[config.mk]
export PLATFORM = sky130hd
export DESIGN_NAME = adc_capture_sequencer_flat
export DESIGN_NICKNAME = d
export VERILOG_FILES = /design/src/rtl/adc_capture_sequencer_if.sv /design/src/rtl/adc_capture_sequencer.sv /design/src/flat_wrapper.sv
export SDC_FILE = /design/constraint.sdc
export NUM_CORES = 1
export LEC_CHECK = 0
export BUFFER_PORTS_ARGS = -buffer_cell sky130_fd_sc_hd__buf_2
export CORE_ASPECT_RATIO = 0.9
export CORE_UTILIZATION = 45
export CTS_CLUSTER_SIZE = 24
export DETAILED_ROUTE_END_ITERATION = 10
export PLACE_DENSITY = 0.71
export SLEW_MARGIN = 20
export SYNTH_ARGS = -nofsm -noshare
export SYNTH_HDL_FRONTEND = slang
export SYNTH_SLANG_ARGS = --single-unit
[constraint.sdc]
create_clock -name adc_data_clk -period 2.84 [get_ports adc_data_clk]
set_input_delay 0 -clock adc_data_clk [delete_from_list [all_inputs] [get_ports adc_data_clk]]
set_output_delay 0 -clock adc_data_clk [all_outputs]
set_load 0.02 [all_outputs]
[src/rtl/adc_capture_sequencer_if.sv]
`default_nettype none
// =====================================================================
// Module  : adc_capture_sequencer_if
// Purpose : Control, ADC sample, FIFO write and status bundle of the sequencer.
// Revision: 1.0  initial release
// =====================================================================
interface adc_capture_sequencer_if #(
   parameter int DATA_W  = 16,
   parameter int COUNT_W = 24
);
   logic                  arm;
   logic                  abort;
   logic [COUNT_W-1:0]    capture_len;
   logic [1:0]            trig_mode;
   logic [DATA_W-1:0]     trig_level;
   logic [DATA_W-1:0]     adc_data_1;
   logic [DATA_W-1:0]     adc_data_2;
   logic                  data_valid;
   logic                  sys_ready;
   logic                  fifo_prog_full;
   logic                  fifo_rst_busy;
   logic [2*DATA_W-1:0]   fifo_din;
   logic                  fifo_wr_en;
   logic                  busy;
   logic                  done;
   logic                  overflow;
   logic                  link_err;
   logic [COUNT_W-1:0]    words_written;

   modport master (
      output arm, abort, capture_len, trig_mode, trig_level,
             adc_data_1, adc_data_2, data_valid, sys_ready,
             fifo_prog_full, fifo_rst_busy,
      input  fifo_din, fifo_wr_en, busy, done, overflow, link_err, words_written
   );

   modport slave (
      input  arm, abort, capture_len, trig_mode, trig_level,
             adc_data_1, adc_data_2, data_valid, sys_ready,
             fifo_prog_full, fifo_rst_busy,
      output fifo_din, fifo_wr_en, busy, done, overflow, link_err, words_written
   );
endinterface
`default_nettype wire

[src/rtl/adc_capture_sequencer.sv]
`default_nettype none
// =====================================================================
// Module  : adc_capture_sequencer
// Purpose : Arms, triggers and writes one fixed-length ADC capture to the FIFO.
// Revision: 1.0  initial release
// =====================================================================
module adc_capture_sequencer #(
   parameter int DATA_W  = 16,
   parameter int COUNT_W = 24
) (
   input  wire logic               adc_data_clk,
   input  wire logic               reset,
   adc_capture_sequencer_if.slave  bus_if
);
   typedef enum logic [2:0] {
      S_IDLE      = 3'd0,
      S_WAIT_RDY  = 3'd1,
      S_WAIT_TRIG = 3'd2,
      S_CAPTURE   = 3'd3,
      S_DONE      = 3'd4
   } state_t;

   state_t                    state_q;
   logic [COUNT_W-1:0]        len_q;
   logic [COUNT_W-1:0]        words_q;
   logic signed [DATA_W-1:0]  level_q;
   logic signed [DATA_W-1:0]  prev_q;
   logic [1:0]                mode_q;
   logic                      prev_vld_q;
   logic [1:0]                dv_low_q;
   logic [2*DATA_W-1:0]       din_q;
   logic                      wr_en_q;
   logic                      done_q;
   logic                      ovf_q;
   logic                      link_q;

   logic signed [DATA_W-1:0]  cur_d;
   logic                      trig_hit_d;
   logic                      take_d;
   logic                      can_write_d;
   logic [COUNT_W-1:0]        words_inc_d;

   always_comb begin
      trig_hit_d  = 1'b0;
      cur_d       = $signed(bus_if.adc_data_1);
      case (mode_q)
         2'b01:   trig_hit_d = prev_vld_q && (prev_q < level_q) && (cur_d >= level_q);
         2'b10:   trig_hit_d = prev_vld_q && (prev_q > level_q) && (cur_d <= level_q);
         default: trig_hit_d = 1'b1;
      endcase
      can_write_d = !bus_if.fifo_prog_full && !bus_if.fifo_rst_busy;
      // The triggering sample is itself word 0, so it is taken in WAIT_TRIG.
      take_d      = bus_if.sys_ready && bus_if.data_valid &&
                    ((state_q == S_CAPTURE) || ((state_q == S_WAIT_TRIG) && trig_hit_d));
      words_inc_d = words_q + 1'b1;
   end

   always_ff @(posedge adc_data_clk) begin
      if (reset) begin
         state_q    <= S_IDLE;
         len_q      <= '0;
         words_q    <= '0;
         level_q    <= '0;
         prev_q     <= '0;
         mode_q     <= 2'b00;
         prev_vld_q <= 1'b0;
         dv_low_q   <= 2'd0;
         din_q      <= '0;
         wr_en_q    <= 1'b0;
         done_q     <= 1'b0;
         ovf_q      <= 1'b0;
         link_q     <= 1'b0;
      end else begin
         wr_en_q <= 1'b0;
         if (bus_if.abort) begin
            state_q <= S_IDLE;
            done_q  <= 1'b0;
         end else begin
            case (state_q)
               S_IDLE, S_DONE: begin
                  if (bus_if.arm) begin
                     len_q   <= bus_if.capture_len;
                     level_q <= $signed(bus_if.trig_level);
                     mode_q  <= bus_if.trig_mode;
                     ovf_q   <= 1'b0;
                     link_q  <= 1'b0;
                     words_q <= '0;
                     if (bus_if.capture_len == '0) begin
                        state_q <= S_DONE;
                        done_q  <= 1'b1;
                     end else begin
                        state_q <= S_WAIT_RDY;
                        done_q  <= 1'b0;
                     end
                  end
               end
               S_WAIT_RDY: begin
                  if (bus_if.sys_ready && bus_if.data_valid && !bus_if.fifo_rst_busy) begin
                     state_q    <= S_WAIT_TRIG;
                     prev_vld_q <= 1'b0;
                  end
               end
               S_WAIT_TRIG: begin
                  if (!bus_if.sys_ready) begin
                     link_q  <= 1'b1;
                     done_q  <= 1'b1;
                     state_q <= S_DONE;
                  end else if (bus_if.data_valid && !trig_hit_d) begin
                     prev_q     <= cur_d;
                     prev_vld_q <= 1'b1;
                  end else if (bus_if.data_valid) begin
                     state_q  <= S_CAPTURE;
                     dv_low_q <= 2'd0;
                  end
               end
               S_CAPTURE: begin
                  if (!bus_if.sys_ready) begin
                     link_q  <= 1'b1;
                     done_q  <= 1'b1;
                     state_q <= S_DONE;
                  end else if (bus_if.data_valid) begin
                     dv_low_q <= 2'd0;
                  end else if (dv_low_q == 2'd3) begin
                     link_q <= 1'b1;
                  end else begin
                     dv_low_q <= dv_low_q + 2'd1;
                  end
               end
               default: state_q <= S_IDLE;
            endcase

            if (take_d) begin
               if (can_write_d) begin
                  wr_en_q <= 1'b1;
                  din_q   <= {bus_if.adc_data_1, bus_if.adc_data_2};
                  words_q <= words_inc_d;
                  if (words_inc_d == len_q) begin
                     state_q <= S_DONE;
                     done_q  <= 1'b1;
                  end
               end else begin
                  ovf_q <= 1'b1;
               end
            end
         end
      end
   end

   assign bus_if.fifo_din      = din_q;
   assign bus_if.fifo_wr_en    = wr_en_q;
   assign bus_if.busy          = (state_q == S_WAIT_RDY) || (state_q == S_WAIT_TRIG) ||
                                 (state_q == S_CAPTURE);
   assign bus_if.done          = done_q;
   assign bus_if.overflow      = ovf_q;
   assign bus_if.link_err      = link_q;
   assign bus_if.words_written = words_q;
endmodule
`default_nettype wire
[src/flat_wrapper.sv]
// flat-port wrapper written by rule: the top's interface ports become plain ports
module adc_capture_sequencer_flat 
#(
   parameter int DATA_W  = 16,
   parameter int COUNT_W = 24
)
  (adc_data_clk, reset, bus_if_arm, bus_if_abort, bus_if_capture_len, bus_if_trig_mode, bus_if_trig_level, bus_if_adc_data_1, bus_if_adc_data_2, bus_if_data_valid, bus_if_sys_ready, bus_if_fifo_prog_full, bus_if_fifo_rst_busy, bus_if_fifo_din, bus_if_fifo_wr_en, bus_if_busy, bus_if_done, bus_if_overflow, bus_if_link_err, bus_if_words_written);
  adc_capture_sequencer_if #(.DATA_W(DATA_W), .COUNT_W(COUNT_W)) bus_if_i ();
  input  wire logic adc_data_clk;
  input  wire logic reset;
  input wire logic [$bits(bus_if_i.arm)-1:0] bus_if_arm;
  input wire logic [$bits(bus_if_i.abort)-1:0] bus_if_abort;
  input wire logic [$bits(bus_if_i.capture_len)-1:0] bus_if_capture_len;
  input wire logic [$bits(bus_if_i.trig_mode)-1:0] bus_if_trig_mode;
  input wire logic [$bits(bus_if_i.trig_level)-1:0] bus_if_trig_level;
  input wire logic [$bits(bus_if_i.adc_data_1)-1:0] bus_if_adc_data_1;
  input wire logic [$bits(bus_if_i.adc_data_2)-1:0] bus_if_adc_data_2;
  input wire logic [$bits(bus_if_i.data_valid)-1:0] bus_if_data_valid;
  input wire logic [$bits(bus_if_i.sys_ready)-1:0] bus_if_sys_ready;
  input wire logic [$bits(bus_if_i.fifo_prog_full)-1:0] bus_if_fifo_prog_full;
  input wire logic [$bits(bus_if_i.fifo_rst_busy)-1:0] bus_if_fifo_rst_busy;
  output wire logic [$bits(bus_if_i.fifo_din)-1:0] bus_if_fifo_din;
  output wire logic [$bits(bus_if_i.fifo_wr_en)-1:0] bus_if_fifo_wr_en;
  output wire logic [$bits(bus_if_i.busy)-1:0] bus_if_busy;
  output wire logic [$bits(bus_if_i.done)-1:0] bus_if_done;
  output wire logic [$bits(bus_if_i.overflow)-1:0] bus_if_overflow;
  output wire logic [$bits(bus_if_i.link_err)-1:0] bus_if_link_err;
  output wire logic [$bits(bus_if_i.words_written)-1:0] bus_if_words_written;
  assign bus_if_i.arm = bus_if_arm;
  assign bus_if_i.abort = bus_if_abort;
  assign bus_if_i.capture_len = bus_if_capture_len;
  assign bus_if_i.trig_mode = bus_if_trig_mode;
  assign bus_if_i.trig_level = bus_if_trig_level;
  assign bus_if_i.adc_data_1 = bus_if_adc_data_1;
  assign bus_if_i.adc_data_2 = bus_if_adc_data_2;
  assign bus_if_i.data_valid = bus_if_data_valid;
  assign bus_if_i.sys_ready = bus_if_sys_ready;
  assign bus_if_i.fifo_prog_full = bus_if_fifo_prog_full;
  assign bus_if_i.fifo_rst_busy = bus_if_fifo_rst_busy;
  assign bus_if_fifo_din = bus_if_i.fifo_din;
  assign bus_if_fifo_wr_en = bus_if_i.fifo_wr_en;
  assign bus_if_busy = bus_if_i.busy;
  assign bus_if_done = bus_if_i.done;
  assign bus_if_overflow = bus_if_i.overflow;
  assign bus_if_link_err = bus_if_i.link_err;
  assign bus_if_words_written = bus_if_i.words_written;
  adc_capture_sequencer #(.DATA_W(DATA_W), .COUNT_W(COUNT_W)) u_core (.adc_data_clk(adc_data_clk), .reset(reset), .bus_if(bus_if_i));
endmodule
# Word level (Yosys, flattened, before mapping)
# Index checks and enable logic that the tools add are counted.
# totals
register_bits,124
input_bits,82
out_inout_bits,61
elab_cells,116
# classes
add_sub_neg,2
magnitude_cmp,4
eq_ne,19
n_mux,45
bitwise_logic,2
n_reduce_logical,31
# ops
cell,count
24-bit 2-to-1 mux,4
3-bit 2-to-1 mux,10
24-bit by 1-bit adder with 24-bit output (second input constant),1
24-bit == test,1
24-bit zero test,1
1-bit 2-to-1 mux,19
16-bit >= comparator,1
16-bit > comparator,1
16-bit less-or-equal comparator,1
16-bit < comparator,1
2-bit 2-to-1 mux,6
2-bit != test (second input constant),6
3-bit one-hot mux with 4 select lines,1
1-bit logical AND,10
7-bit AND reduction,1
3-bit by 2-bit == test with 1-bit output (second input constant),2
3-bit != test (second input constant),2
1-bit one-hot mux with 2 select lines,3
3-bit AND reduction,2
6-bit AND reduction,1
2-bit OR reduction,3
5-bit AND reduction,1
2-bit == test (second input constant),2
2-bit by 1-bit != test with 1-bit output (second input constant),2
other kinds (15),21

# Depth between registers and ports, before layout
# depth
depth_word,12
ltp_mapped,12
mapped_depth_nobuf,10

# Worst setup path before layout
# OpenSTA, ideal clock, no wires.
# synth_path
path_kind,register to register
startpoint,reg u_core.level_q[15]
endpoint,reg u_core.words_q[0] (netlist: u_core.bus_if.words_written[0])
setup_ns,0.059
arrival_ns,2.859
required_ns,2.781
path_slack_ns,-0.078
stages_incl_launch_ff,13
path_buffers,2
synth_period_minus_slack_ns,2.918
path_cell_list,dfxtp_1 inv_1 ha_1 nand4_2 nor4_2 o21ai_1 a41o_1 a2111o_1 and3b_1 buf_6 a211oi_4 buf_6 mux2_2
# synth_between
elab_chain_len,8
word_cells_on_any_way,13
cone_classes,order compare: 4; mux: 2; reduce/logical: 7
# synth_rtl
element,line_no,source
"start, declared",adc_capture_sequencer.sv:26,logic signed [DATA_W-1:0] level_q;
"start signal, assigned",adc_capture_sequencer.sv:83,level_q <= $signed(bus_if.trig_level);
16-bit > comparator or 16-bit < comparator (tied branches),"adc_capture_sequencer.sv:48, adc_capture_sequencer.sv:47",
"1-bit logical AND, on equally long branches (2 in series)","adc_capture_sequencer.sv:48, adc_capture_sequencer.sv:47",
1-bit one-hot mux with 2 select lines *,adc_capture_sequencer.sv:46,case (mode_q)
1-bit logical AND *,adc_capture_sequencer.sv:54,((state_q == S_CAPTURE) || ((state_q == S_WAIT_TRIG) && trig_hit_d));
1-bit logical OR *,adc_capture_sequencer.sv:54,
1-bit logical AND *,adc_capture_sequencer.sv:53,take_d = bus_if.sys_ready && bus_if.data_valid &&
24-bit 2-to-1 mux *,adc_capture_sequencer.sv:132,if (take_d) begin
"end signal, assigned",adc_capture_sequencer.sv:136,words_q <= words_inc_d;
"end, declared",adc_capture_sequencer.sv:25,logic [COUNT_W-1:0] words_q;
# Every way passes the cells marked *; elsewhere a longest branch is shown, timed or not.
# A chain may end at the register's enable or synchronous reset.

# Worst setup path after layout
# layout_path
startpoint,reg u_core.level_q[13]
endpoint,reg u_core.words_q[20] (netlist: u_core.bus_if.words_written[20])
# Same word-level chain as after synthesis.

==> flow_summary.json <==
{
  "final_layout_size_suffix_gt1_share_pct": 28.7,
  "vias": 7438,
  "cp_data_required_time_ns": 3.21,
  "fp.dieH_um": 118,
  "post-place-ws_ns": -0.189,
  "place_area_um2": 7850,
  "fin_area_um2": 9890,
  "syn_nets": 968,
  "worstRegToRegCells": 12,
  "async_flop_share_pct": 0,
  "seq_area_frac_synth_pct": 37.1,
  "wirelength_um": 23500,
  "violations": "negative setup slack",
  "final_net_count": 1227,
  "fmax_mhz": 318,
  "dpl.hpwl_um": 13800,
  "worst_pin_slew_ns": 0.805,
  "ir_drop_uv": 439,
  "fin_util_pct": 69.4,
  "root_buffer": "clkbuf_16",
  "status": "finished with violations",
  "hold_ws_ns": 0.0312,
  "synth.avg_cell_area_um2": 7.86,
  "ant_nets": 0,
  "setup_ws_ns": -0.305,
  "start_kind": "flip-flop",
  "synth_top_cell_by_area": "dfxtp_1",
  "first_iter_violations": 783,
  "dr.pass1.iters": 6,
  "slew_viol_final": 0,
  "worstSetupStartpoint": "u_core.level_q[13]",
  "synth-edff-count": 0,
  "grt-ovfl-total": 0,
  "synth-main-ff-cell": "dfxtp_1",
  "num_io_pins": 143,
  "arrival_ns": 3.51,
  "netlist_instances": 850,
  "setup-violations-final": 76,
  "relSlewSlack_pct": 46.2,
  "ys_top_cells_by_area": "dfxtp_1 37%, a21oi_1 7.8%, nand2_1 7.3%",
  "placed_cells": 1182,
  "synth.most_common_cell": "nand2_1",
  "rows": 41,
  "vias_per_cell": 5.65,
  "p_leak_nw": 4.13,
  "clk_latency_ns": 0.43,
  "core_region_area_um2": 14300,
  "yosysTopAreaCellShare_pct": 37.1,
  "setup_tns_ns": -12.47,
  "place_congestion": 0.882,
  "rr_startpoint": "u_core.level_q[13]",
  "hp-class": "in2reg",
  "drc_errors": 0,
  "clock_sinks": 124,
  "fin_crit_ns": 3.14,
  "clkTransAtPathRegs_ns": 0.06,
  "fillers": 1099,
  "critical_path_class": "reg2reg",
  "fin_skew_ns": 0.00969,
  "finalCritPeriodShare_pct": 111,
  "hold_viol_final": 0,
  "maxCapViolCount": 0,
  "grt_max_degree": 56,
  "start_util_pct": 46.9,
  "yosysWarningCount": 0,
  "wire_per_inst_um": 17.8,
  "critPathCapture": "u_core.bus_if.words_written[20]",
  "htree_levels": 4,
  "die_x_um": 130,
  "critPathMaxFanout": 6,
  "synth_cell_types": 60,
  "rrSetupSlack_ns": -0.30,
  "yosys-top-cells-count": "130 x nand2_1, 124 x dfxtp_1, 104 x a21oi_1",
  "grt_pass1_vias": 6568,
  "synth_area_um2": 6690,
  "dieArea_um2": 15300,
  "ys_seq_elements": 124,
  "cts_tree": "done",
  "grt_setup_unrepaired": "true",
  "cts_max_path_buffers": 2,
  "io_buffer_count": 142,
  "numCtsBuffers": 17,
  "track_usage_pct": 28.6,
  "grt_pass1_wl_um": 34000,
  "fin_cells": 1316,
  "p_per_area_nw_per_um2": 478,
  "antenna_found_initial": 1,
  "timing.rr.end": "u_core.bus_if.words_written[20]",
  "synthToLayoutAreaGrowth_pct": 48.0,
  "p_total_mw": 4.73,
  "setup.worst_path.end_class": "flip-flop"
}
-- per-layer routing --
layer  up-vias  wire [um]  global-route usage, %
li1       3553          -                      -
met1      3442      10400                   41.1
met2       386      10300                   41.5
met3        57       2110                   5.82
met4         0        650                   11.0
met5         -          0                      0
-- cell families (layout without fill, tap and decap cells) --
group / count (synthesis) / in the layout / share of synthesized area, %
and+or+nand+nor: 341 / 341 / 24.4
AOI/OAI and AO/OA: 209 / 209 / 18.9
DFF: 124 / 124 / 37.1
buffers and inverters: 86 / 358 / 5.26
adders and majority gates: 36 / 36 / 6.74
xor gates and xnor gates: 32 / 32 / 4.19
muxes: 22 / 22 / 3.33
other: 0 / 1 / 0
-- worst min path at each step --
stage,startpoint,to,slack (ns),cells after the start
final,bus_if_abort,u_core.bus_if.fifo_din[30],0.03,3
after detailed placement,bus_if_trig_level[6],u_core.level_q[6],0.25,3
after global routing,bus_if_abort,u_core.bus_if.fifo_din[0],0.03,3
after global placement,bus_if_trig_level[3],u_core.level_q[3],0.25,3
after floorplan,bus_if_trig_level[10],u_core.level_q[10],0.14,2
after CTS,bus_if_abort,u_core.bus_if.fifo_din[30],0.006,3
-- worst max-delay path, cell delays in order, from the launching register on --
cell and delay (ns):
dfxtp_2 0.34, inv_2 0.05, ha_1 0.32, a21oi_1 0.21, nor2b_1 0.11, o41ai_2 0.38, o21ai_1 0.21, a2111o_1 0.46
and3b_2 0.27, a211oi_4 0.28, buf_6 0.17, clkbuf_16 0.15, a221o_1 0.13
-- power breakdown --
part	switching, mW	internal [mW]
combinational	0.308	0.269
clock	0.819	1.54
sequential	0.0288	1.77
-- flip-flops by register name, summed over array words and instances, names as in the netlist --
| name | cells |
|---|---|
| u_core.len_q | 24 |
| u_core.bus_if.words_written | 24 |
| u_core.bus_if.fifo_din | 32 |
| u_core.bus_if.done | 1 |
| u_core.prev_q | 16 |
| u_core.dv_low_q | 2 |
| u_core.state_q | 3 |
| u_core.prev_vld_q | 1 |
| u_core.bus_if.link_err | 1 |
| u_core.level_q | 16 |
| u_core.mode_q | 2 |
| u_core.bus_if.overflow | 1 |
| u_core.bus_if.fifo_wr_en | 1 |
-- placed cells by master, fill, tap and decap left out, types with 25 or more instances in the layout --
cell type | synthesis | routed
a21oi_1 | 104 | 101
buf_2 | 5 | 141
buf_4 | 0 | 64
dfxtp_1 | 124 | 116
dlygate4sd3_1 | 0 | 75
ha_1 | 36 | 25
nand2_1 | 130 | 128
nand3_1 | 60 | 59
nor2_1 | 55 | 52
o21ai_0 | 41 | 30
-- area by class of cell --
| class | instances | area [um2] | share of cell area (%) |
|---|---|---|---|
| multi-input combinational | 640 | 4160 | 42.1 |
| sequential | 124 | 2490 | 25.2 |
| timing repair buffer | 300 | 2260 | 22.8 |
| clock buffer | 22 | 474 | 4.79 |
| tap | 193 | 241 | 2.44 |
| clock inverter | 10 | 163 | 1.64 |
| inverter | 26 | 97.6 | 0.987 |
| antenna | 1 | 2.50 | 0.0253 |
-- timing repair --
| action | in CTS | in global routing |
|---|---|---|
| cloned | 1 | 6 |
| endpoints found under the hold margin | 91 | 0 |
| buffers inserted | 7 | 13 |
| pin swaps | 15 | 35 |
| resized for setup | 31 | 66 |
| endpoints found under the setup margin | 50 | 78 |
| hold buffers | 75 | 0 |
No activity file was read; power rests on OpenSTA's default activity.
